===== src/rtl/result_arbiter_if.sv =====
// Handshake bundle between the validator core array, the outlier FIFO and result_arbiter.
// The slave modport is the arbiter's view; the master modport is the surrounding system.
interface result_arbiter_if #(
  parameter int N           = 16,
  parameter int CORE_NUMBER = 16
);
  logic                       start;
  logic [2*N-1:0]             point_cloud_size;
  logic [CORE_NUMBER-1:0]     core_done;
  logic [CORE_NUMBER-1:0]     core_outlier;
  logic [2*N*CORE_NUMBER-1:0] core_pos;
  logic                       fifo_full;
  logic [CORE_NUMBER-1:0]     core_ack;
  logic                       fifo_wr_en;
  logic [2*N-1:0]             fifo_din;
  logic [2*N-1:0]             processed_count;
  logic [2*N-1:0]             outlier_count;
  logic                       busy;
  logic                       done;

  modport master (
    output start, point_cloud_size, core_done, core_outlier, core_pos, fifo_full,
    input  core_ack, fifo_wr_en, fifo_din, processed_count, outlier_count, busy, done
  );

  modport slave (
    input  start, point_cloud_size, core_done, core_outlier, core_pos, fifo_full,
    output core_ack, fifo_wr_en, fifo_din, processed_count, outlier_count, busy, done
  );
endinterface


===== src/rtl/result_arbiter.sv =====
// Round-robin arbiter granting one finished validator core per cycle, forwarding
// outlier positions to the FIFO and counting results until the run size is reached.
module result_arbiter #(
  parameter int N           = 16,
  parameter int CORE_NUMBER = 16,
  parameter int PTR_W       = 4
) (
  input  logic            clock,
  input  logic            reset,
  result_arbiter_if.slave arb_if
);
  localparam int W = 2 * N;

  typedef enum logic [1:0] {
    IDLE = 2'd0,
    RUN  = 2'd1,
    DONE = 2'd2
  } state_t;

  state_t                 state_q;
  logic [PTR_W-1:0]       rr_ptr_q;
  logic [W-1:0]           size_q;
  logic [W-1:0]           processed_q;
  logic [W-1:0]           outlier_q;
  logic [W-1:0]           fifo_din_q;
  logic [CORE_NUMBER-1:0] core_ack_q;
  logic                   fifo_wr_en_q;
  logic                   busy_q;
  logic                   done_q;

  logic [CORE_NUMBER-1:0] elig_s;
  logic [PTR_W-1:0]       idx_s;
  logic                   hit_s;
  logic                   found_s;
  logic [PTR_W-1:0]       win_s;
  logic                   win_outlier_s;
  logic [W-1:0]           win_pos_s;
  logic                   grant_s;
  logic [PTR_W-1:0]       rr_next_d;
  logic [W-1:0]           processed_d;

  // Winner search: a core acked last cycle is masked so its held request is not counted twice.
  always_comb begin
    elig_s  = arb_if.core_done & ~core_ack_q;
    idx_s   = '0;
    hit_s   = 1'b0;
    found_s = 1'b0;
    win_s   = '0;
    for (int i = 0; i < CORE_NUMBER; i++) begin
      idx_s   = PTR_W'((int'(rr_ptr_q) + i) % CORE_NUMBER);
      hit_s   = ~found_s & elig_s[idx_s];
      win_s   = hit_s ? idx_s : win_s;
      found_s = found_s | hit_s;
    end
  end

  // Winner attributes; an outlier winner facing a full FIFO stalls the whole arbiter.
  always_comb begin
    win_outlier_s = arb_if.core_outlier[win_s];
    win_pos_s     = '0;
    for (int j = 0; j < CORE_NUMBER; j++) begin
      win_pos_s = win_pos_s | ({W{PTR_W'(j) == win_s}} & arb_if.core_pos[j*W +: W]);
    end
    grant_s     = found_s & ~(win_outlier_s & arb_if.fifo_full);
    rr_next_d   = (win_s == PTR_W'(CORE_NUMBER - 1)) ? '0 : win_s + PTR_W'(1);
    processed_d = processed_q + W'(1);
  end

  // Run-control FSM with all outputs registered.
  always_ff @(posedge clock or negedge reset) begin
    if (!reset) begin
      state_q      <= IDLE;
      rr_ptr_q     <= '0;
      size_q       <= '0;
      processed_q  <= '0;
      outlier_q    <= '0;
      fifo_din_q   <= '0;
      core_ack_q   <= '0;
      fifo_wr_en_q <= 1'b0;
      busy_q       <= 1'b0;
      done_q       <= 1'b0;
    end else begin
      core_ack_q   <= '0;
      fifo_wr_en_q <= 1'b0;
      case (state_q)
        IDLE, DONE: begin
          if (arb_if.start) begin
            size_q      <= arb_if.point_cloud_size;
            processed_q <= '0;
            outlier_q   <= '0;
            rr_ptr_q    <= '0;
            if (arb_if.point_cloud_size == '0) begin
              state_q <= DONE;
              busy_q  <= 1'b0;
              done_q  <= 1'b1;
            end else begin
              state_q <= RUN;
              busy_q  <= 1'b1;
              done_q  <= 1'b0;
            end
          end
        end
        RUN: begin
          if (grant_s) begin
            core_ack_q  <= CORE_NUMBER'(1) << win_s;
            processed_q <= processed_d;
            rr_ptr_q    <= rr_next_d;
            if (win_outlier_s) begin
              fifo_wr_en_q <= 1'b1;
              fifo_din_q   <= win_pos_s;
              outlier_q    <= outlier_q + W'(1);
            end
            // Completion lands on the same edge as the final grant.
            if (processed_d == size_q) begin
              state_q <= DONE;
              busy_q  <= 1'b0;
              done_q  <= 1'b1;
            end
          end
        end
        default: begin
          state_q <= IDLE;
          busy_q  <= 1'b0;
          done_q  <= 1'b0;
        end
      endcase
    end
  end

  assign arb_if.core_ack        = core_ack_q;
  assign arb_if.fifo_wr_en      = fifo_wr_en_q;
  assign arb_if.fifo_din        = fifo_din_q;
  assign arb_if.processed_count = processed_q;
  assign arb_if.outlier_count   = outlier_q;
  assign arb_if.busy            = busy_q;
  assign arb_if.done            = done_q;
endmodule


===== src/flat_wrapper.sv =====
// flat-port wrapper written by rule: the top's interface ports become plain ports
module result_arbiter_flat 
#(
  parameter int N           = 16,
  parameter int CORE_NUMBER = 16,
  parameter int PTR_W       = 4
)
  (clock, reset, arb_if_start, arb_if_point_cloud_size, arb_if_core_done, arb_if_core_outlier, arb_if_core_pos, arb_if_fifo_full, arb_if_core_ack, arb_if_fifo_wr_en, arb_if_fifo_din, arb_if_processed_count, arb_if_outlier_count, arb_if_busy, arb_if_done);
  result_arbiter_if #(.N(N), .CORE_NUMBER(CORE_NUMBER)) arb_if_i ();
  input  logic clock;
  input  logic reset;
  input wire logic [$bits(arb_if_i.start)-1:0] arb_if_start;
  input wire logic [$bits(arb_if_i.point_cloud_size)-1:0] arb_if_point_cloud_size;
  input wire logic [$bits(arb_if_i.core_done)-1:0] arb_if_core_done;
  input wire logic [$bits(arb_if_i.core_outlier)-1:0] arb_if_core_outlier;
  input wire logic [$bits(arb_if_i.core_pos)-1:0] arb_if_core_pos;
  input wire logic [$bits(arb_if_i.fifo_full)-1:0] arb_if_fifo_full;
  output wire logic [$bits(arb_if_i.core_ack)-1:0] arb_if_core_ack;
  output wire logic [$bits(arb_if_i.fifo_wr_en)-1:0] arb_if_fifo_wr_en;
  output wire logic [$bits(arb_if_i.fifo_din)-1:0] arb_if_fifo_din;
  output wire logic [$bits(arb_if_i.processed_count)-1:0] arb_if_processed_count;
  output wire logic [$bits(arb_if_i.outlier_count)-1:0] arb_if_outlier_count;
  output wire logic [$bits(arb_if_i.busy)-1:0] arb_if_busy;
  output wire logic [$bits(arb_if_i.done)-1:0] arb_if_done;
  assign arb_if_i.start = arb_if_start;
  assign arb_if_i.point_cloud_size = arb_if_point_cloud_size;
  assign arb_if_i.core_done = arb_if_core_done;
  assign arb_if_i.core_outlier = arb_if_core_outlier;
  assign arb_if_i.core_pos = arb_if_core_pos;
  assign arb_if_i.fifo_full = arb_if_fifo_full;
  assign arb_if_core_ack = arb_if_i.core_ack;
  assign arb_if_fifo_wr_en = arb_if_i.fifo_wr_en;
  assign arb_if_fifo_din = arb_if_i.fifo_din;
  assign arb_if_processed_count = arb_if_i.processed_count;
  assign arb_if_outlier_count = arb_if_i.outlier_count;
  assign arb_if_busy = arb_if_i.busy;
  assign arb_if_done = arb_if_i.done;
  result_arbiter #(.N(N), .CORE_NUMBER(CORE_NUMBER), .PTR_W(PTR_W)) u_core (.clock(clock), .reset(reset), .arb_if(arb_if_i));
endmodule

===== config.mk =====
export PLATFORM = sky130hd
export DESIGN_NAME = result_arbiter_flat
export DESIGN_NICKNAME = d
export VERILOG_FILES = /design/src/rtl/result_arbiter_if.sv /design/src/rtl/result_arbiter.sv /design/src/flat_wrapper.sv
export SDC_FILE = /design/constraint.sdc
export NUM_CORES = 1
export LEC_CHECK = 0
export CORE_AREA = 2 2 270 272
export CTS_CLUSTER_DIAMETER = 120
export CTS_CLUSTER_SIZE = 14
export DETAILED_ROUTE_END_ITERATION = 7
export DIE_AREA = 0 0 272 274
export GPL_TIMING_DRIVEN = 1
export PLACE_DENSITY_LB_ADDON = 0.12
export SKIP_LAST_GASP = 1
export SYNTH_ARGS = -nofsm -noshare
export SYNTH_HDL_FRONTEND = slang
export SYNTH_SLANG_ARGS = --single-unit
export TNS_END_PERCENT = 1

===== constraint.sdc =====
create_clock -name clock -period 7.85 [get_ports clock]
set_input_delay 1.57 -clock clock [delete_from_list [all_inputs] [get_ports clock]]
set_output_delay 1.57 -clock clock [all_outputs]
set_load 0.05 [all_outputs]

# Word level (Yosys, flattened, before mapping)
# Cells that the tools add are included.
[op_classes]
addsub = 18
magnitude_cmp = 17
n_eq_ne = 23
n_shift = 1
mux = 80
bitwise_logic = 81
reduce_logical = 10
[op_table]
columns = ["cell", "count"]
rows = [
  ["32-bit bitwise AND", 16],
  ["32-bit bitwise OR", 15],
  ["32-bit 2-to-1 mux", 4],
  ["32-bit case mux with 2 select lines", 2],
  ["4-bit by 5-bit less-than comparator with 1-bit output, second input constant", 17],
  ["4-bit 2-to-1 mux", 19],
  ["1-bit binary-select mux with 4-bit select", 17],
  ["32-bit by 1-bit adder with 32-bit output, second input constant", 2],
  ["4-bit adder, second input constant", 8],
  ["32-bit equality test", 1],
  ["4-bit equality test, first input constant", 8],
  ["32-bit zero test", 1],
  ["16-bit 2-to-1 mux", 2],
  ["1-bit 2-to-1 mux", 28],
  ["1-bit bitwise AND", 17],
  ["4-bit by 3-bit adder with 4-bit output, second input constant", 4],
  ["16-bit bitwise AND", 1],
  ["3-bit by 4-bit equality test with 1-bit output, first input constant", 4],
  ["1-bit NOT", 16],
  ["16-bit NOT", 1],
  ["1-bit by 4-bit left shift with 16-bit output, first input constant", 1],
  ["1-bit bitwise OR", 15],
  ["3-bit AND reduction", 3],
  ["4-bit by 1-bit adder with 4-bit output, second input constant", 2],
  ["other kinds (18)", 26],
]
[totals]
register_bits = 153
input_bits = 580
output_inout_bits = 115

# Depth between registers and ports, before layout
[depth]
ltp_word = 66
mapped_depth = 25
depth_no_buf = 20

# Worst setup path before layout
# Ideal clock, no wire load.
[synth_timing]
kind = "input port to flip-flop"
from = "input port arb_if_core_done[13]"
to = "register u_core.fifo_din_q[15], in the netlist u_core.arb_if.fifo_din[15]"
setup_time_ps = 125
arrival_ps = 5692
required_ps = 7725
setup_slack_ps = 2033
stages = 17
n_path_buf = 1
path_cell_list = "nand2b_1 -> o21ai_0 -> mux4_2 -> mux2i_4 -> and4b_4 -> nand2_2 -> o32a_1 -> a21oi_4 -> or2_2 -> inv_1 -> ha_1 -> and2_1 -> buf_2 -> a32o_1 -> a221o_1 -> or4b_1 -> mux2_2"
[synth_via]
elab_chain_cells = 65
[synth_rtl]
columns = ["element", "line", "rtl"]
rows = [
  ["start: declaration", "flat_wrapper.sv:14", "input wire logic [$bits(arb_if_i.core_done)-1:0] arb_if_core_done;"],
  ["16-bit bitwise AND *", "result_arbiter.sv:44", "elig_s = arb_if.core_done & ~core_ack_q;"],
  ["1-bit binary-select mux with 4-bit select", "result_arbiter.sv:51", "hit_s = ~found_s & elig_s[idx_s];"],
  ["1-bit 2-to-1 mux (implied by the code)", "result_arbiter.sv:51", ""],
  ["1-bit NOT", "result_arbiter.sv:51", ""],
  ["1-bit bitwise AND", "result_arbiter.sv:51", ""],
  ["1-bit bitwise OR", "result_arbiter.sv:53", "found_s = found_s | hit_s;"],
  ["1-bit NOT", "result_arbiter.sv:51", ""],
  ["1-bit bitwise AND", "result_arbiter.sv:51", ""],
  ["[35 not listed]", "n/a", ""],
  ["1-bit bitwise AND", "result_arbiter.sv:51", ""],
  ["1-bit bitwise OR", "result_arbiter.sv:53", ""],
  ["1-bit NOT", "result_arbiter.sv:51", ""],
  ["1-bit bitwise AND", "result_arbiter.sv:51", ""],
  ["4-bit 2-to-1 mux", "result_arbiter.sv:52", "win_s = hit_s ? idx_s : win_s;"],
  ["1-bit by 4-bit equality test with 1-bit output / 4-bit zero test (equally long branches)", "result_arbiter.sv:62", "win_pos_s = win_pos_s | ({W{PTR_W'(j) == win_s}} & arb_if.core_pos[j*W +: W]);"],
  ["32-bit bitwise AND", "result_arbiter.sv:62", ""],
  ["32-bit bitwise OR (15 in series)", "result_arbiter.sv:62", ""],
  ["end signal: assignment", "result_arbiter.sv:110", "fifo_din_q <= win_pos_s;"],
  ["end: declaration", "result_arbiter.sv:25", "logic [W-1:0] fifo_din_q;"],
]
# Every way passes the cells marked *; elsewhere a longest branch is shown, timed or not. The select of a mux whose other input is x is not followed.
# A chain may end at the register's enable or synchronous reset.

# Worst setup path in the final report
[layout_timing]
from = "input port arb_if_core_done[8]"
to = "register u_core.fifo_din_q[6], in the netlist u_core.arb_if.fifo_din[6]"
# The elaborated chain is that of the path after synthesis.

==> impl_metrics.csv <==
group,metric,value,unit
clocking,clk_pin_slew,0.08,ns
sta,rsz0062_at_grt,"no",
floorplanning,ios,695,
worst_setup_path,r2r_cells,18,
drt,drtIter0Drc,1914,
yosys,ys_ff_latch,151,
worst_setup_path,max_stage_delay,1.09,ns
yosys,synth_fa_ha_area_share,1.25,%
worst_setup_path,cp-end-kind,"flip-flop",
worst_setup_path,cp_common_cell,"a31oi_1",
yosys,synth.avg_cell_area,8.52,sq um
floorplanning,fp-row-count,99,
worst_setup_path,worstPathMaxFanout,11,
sta,fin_worst_skew,0.0274,ns
clocking,insertion_delay,0.49,ns
worst_setup_path,r2r_start,"u_core.rr_ptr_q[0]$_DFFE_PN0P_",
floorplanning,die-area,74500,sq um
finish,drive_above_1_share,15.7,%
drt,via_per_inst,5.52,
clocking,cts.repair.resized,0,
yosys,synth_top_family_by_area,"compound AO/OA/AOI/OAI gates",
global_route,grt_max_degree,90,
yosys,synth_mux_area_share,12.0,%
worst_setup_path,r2r_end,"u_core.arb_if.fifo_din[6]$_DFFE_PN0P_",
place,dpl.cell_count,3474,
drt,avgRoutedWirePerCell,34.7,microns
yosys,ys_types,95,
worst_hold_path,min_path_cells,2,
sta,worstMarginPinSlew,1.29,ns
clocking,cts_hold_buf,0,
sta,setup_violations,0,
clocking,clock_path_buffers,2,
clocking,clock_sinks,151,
clocking,post-cts-setup-buffers,0,
yosys,syn_area,15000,sq um
worst_hold_path,hold_path_class,"flip-flop to flip-flop",
run_status,status,"completed",
sta,tns,0,ns
global_route,grt.overflow.total,0,
drt,ant_nets,0,
finish,syn_to_final_growth,68.5,%
floorplanning,chipHeight,274,microns
drt,routed_wl,123000,microns
sta,slew_headroom,12.9,%
drt,first_pass_iters,7,
worst_setup_path,crit_path_top_delay_cell,"nor4_1",
yosys,synth-simple-area-share,23.1,%
clocking,cts_tree,"yes",
clocking,ctsHtreeMaxLevel,4,
floorplanning,coreArea,72000,sq um
sta,period_share,91.4,%
worst_setup_path,crit_required,8.18,ns
finish,final_cell_mix,"clkdlybuf4s50_1 (693), nand2_1 (232), buf_4 (171)",
worst_setup_path,cp_cell_sequence,"clkdlybuf4s50_1, nand2b_1, mux4_2, mux2i_1, nor3_1, a2111oi_0, o32a_1, nor2_1, a21oi_4, or2_2, inv_1, ha_2, and2_1, buf_4, a221oi_1, a31oi_1, nor4_1, a31oi_1",
drt,vias,19512,
place,dp_hpwl,103000,microns
sta,max_freq,139,MHz
floorplanning,die_w,272,microns
worst_setup_path,crit_arrival,7.51,ns
global_route,grt_util_met2,54.1,%
yosys,yosys_most_used_dff,"dfrtp_1",
sta,final_hold_viol_count,0,
worst_setup_path,start_kind,"input pin",
floorplanning,initial_core_util,20.8,%
flow_run,maxCapViolCount,0,
yosys,synth_fp_nets,2353,
place,io_buffers,694,
yosys,synth_xor_xnor_area_share,4.35,%
sta,slew_violations,0,
global_route,grt_pass1_vias,19973,
worst_hold_path,hp-start,"u_core.size_q[28]$_DFFE_PN0P_",
finish,fin_cells,3536,
global_route,grt_use_met3,6.19,%
worst_hold_path,hold_path_end,"u_core.size_q[28]$_DFFE_PN0P_",
yosys,synth_compound_area_share,28.8,%
global_route,grt_pass1_wl,166000,microns
yosys,seq_area_frac_synth,25.2,%
sta,finalCriticalPeriod,7.18,ns
global_route,grt_use_total,32.1,%
global_route,antenna_found_initial,47,
place,gp_congestion,1.00,
global_route,busiest_layer,"met2",
yosys,syn_inst,1758,
clocking,cts-root-buf,"clkbuf_16",
finish,layout.nets,3129,
yosys,ys_warn_count,0,
drt,drc,0,
clocking,cts_buffers,17,
worst_setup_path,path_class,"input pin to flip-flop",
worst_setup_path,rrSetupSlack,0.90,ns
global_route,grt_use_met1,38.2,%
finish,final_common_cell,"clkdlybuf4s50_1",
yosys,synth-edff-count,0,
yosys,synth-async-reset-ratio,100,%
-- through the flow --
step / hold WS, ns / setup WS (ns) / cell area (sq um) / utilization (%)
floorplan: 0.465 / 2.03 / 15000 / -
global route: 0.535 / 0.622 / 25200 / 35.1
global placement: 0.484 / 0.373 / 24600 / 34.1
detailed placement: 0.482 / 0.384 / 24600 / 34.1
CTS: 0.505 / 0.907 / 25200 / 35.0
finish: 0.498 / 0.674 / 25200 / 35.1
-- how the worst max path moves through the flow --
stage,startpoint,endpoint,slack [ns],cells past startpoint
4_1_cts,arb_if_core_done[9],u_core.arb_if.fifo_din[6]$_DFFE_PN0P_,0.91,18
3_5_place_dp,arb_if_core_done[9],u_core.arb_if.fifo_din[6]$_DFFE_PN0P_,0.38,18
6_report,arb_if_core_done[8],u_core.arb_if.fifo_din[6]$_DFFE_PN0P_,0.67,18
5_1_grt,arb_if_core_done[8],u_core.arb_if.fifo_din[6]$_DFFE_PN0P_,0.62,18
2_1_floorplan,arb_if_core_done[13],u_core.arb_if.fifo_din[15]$_DFFE_PN0P_,2.03,17
3_3_place_gp,arb_if_core_done[8],u_core.arb_if.fifo_din[6]$_DFFE_PN0P_,0.37,18
-- layer usage --
metal / wire [microns] / share of wire, %
met1: 48200 / 39
met2: 59700 / 49
met3: 7800 / 6.4
met4: 7030 / 5.7
met5: 66 / 0.054
-- sequential cells by signal, summed over array words and instances, names as in the netlist --
signal and count:
u_core.arb_if.fifo_din 32, u_core.arb_if.outlier_count 32, u_core.arb_if.processed_count 32, u_core.size_q 32
u_core.arb_if.core_ack 16, u_core.rr_ptr_q 4, u_core.state_q 2, u_core.arb_if.fifo_wr_en 1
-- synth_stat cells (24+ instances only) --
library cell	instances	share of area (%)
a22o_1	63	3.7
nor2_1	99	2.5
clkbuf_1	76	1.9
nand2_1	233	5.8
nor3_1	38	1.3
a21oi_1	46	1.5
xnor2_1	44	2.6
nand4_1	38	1.6
o21ai_0	41	1.4
a22oi_1	50	2.5
a221o_1	27	1.8
a31oi_1	44	1.8
mux4_2	41	6.2
buf_2	42	1.4
nor4_1	27	1.1
a222oi_1	24	1.6
mux2_2	37	2.8
a31o_2	26	1.5
nand3_1	69	2.3
mux2i_1	34	2.3
and3_1	57	2.4
dfrtp_1	151	25
a221oi_1	43	2.5
inv_1	25	0.63
-- final cells by class --
type | instances | area (sq um)
clock buffers | 17 | 425
diodes | 30 | 75.1
repair buffers | 898 | 8890
flip-flops and latches | 151 | 3780
fillers | 7452 | 46700
inverters | 32 | 120
clock inverters | 15 | 181
multi-input cells | 1434 | 10600
well taps | 959 | 1200
-- worst max-delay path: cells and delay by family --
| family | cells | cell delay [ns] |
|---|---|---|
| buffers and inverters | 3 | 0.87 |
| multiplexers | 2 | 0.93 |
| AND/OR/NAND/NOR | 6 | 2.13 |
| adder cells (fa/ha/maj) | 1 | 0.25 |
| AO/OA/AOI/OAI | 6 | 1.72 |
-- logic make-up (layout without fill, tap and decap cells) --
group	Yosys count	count (layout)
AOI/OAI and AO/OA	547	547
xor gates and xnor gates	71	71
adders and majority gates	15	15
buffers and inverters	173	962
DFF	151	151
muxes	118	118
other	0	30
and+or+nand+nor	683	683
Power is not shown: default switching activity piles up to over one toggle a cycle in this logic, so the estimate is an artifact.
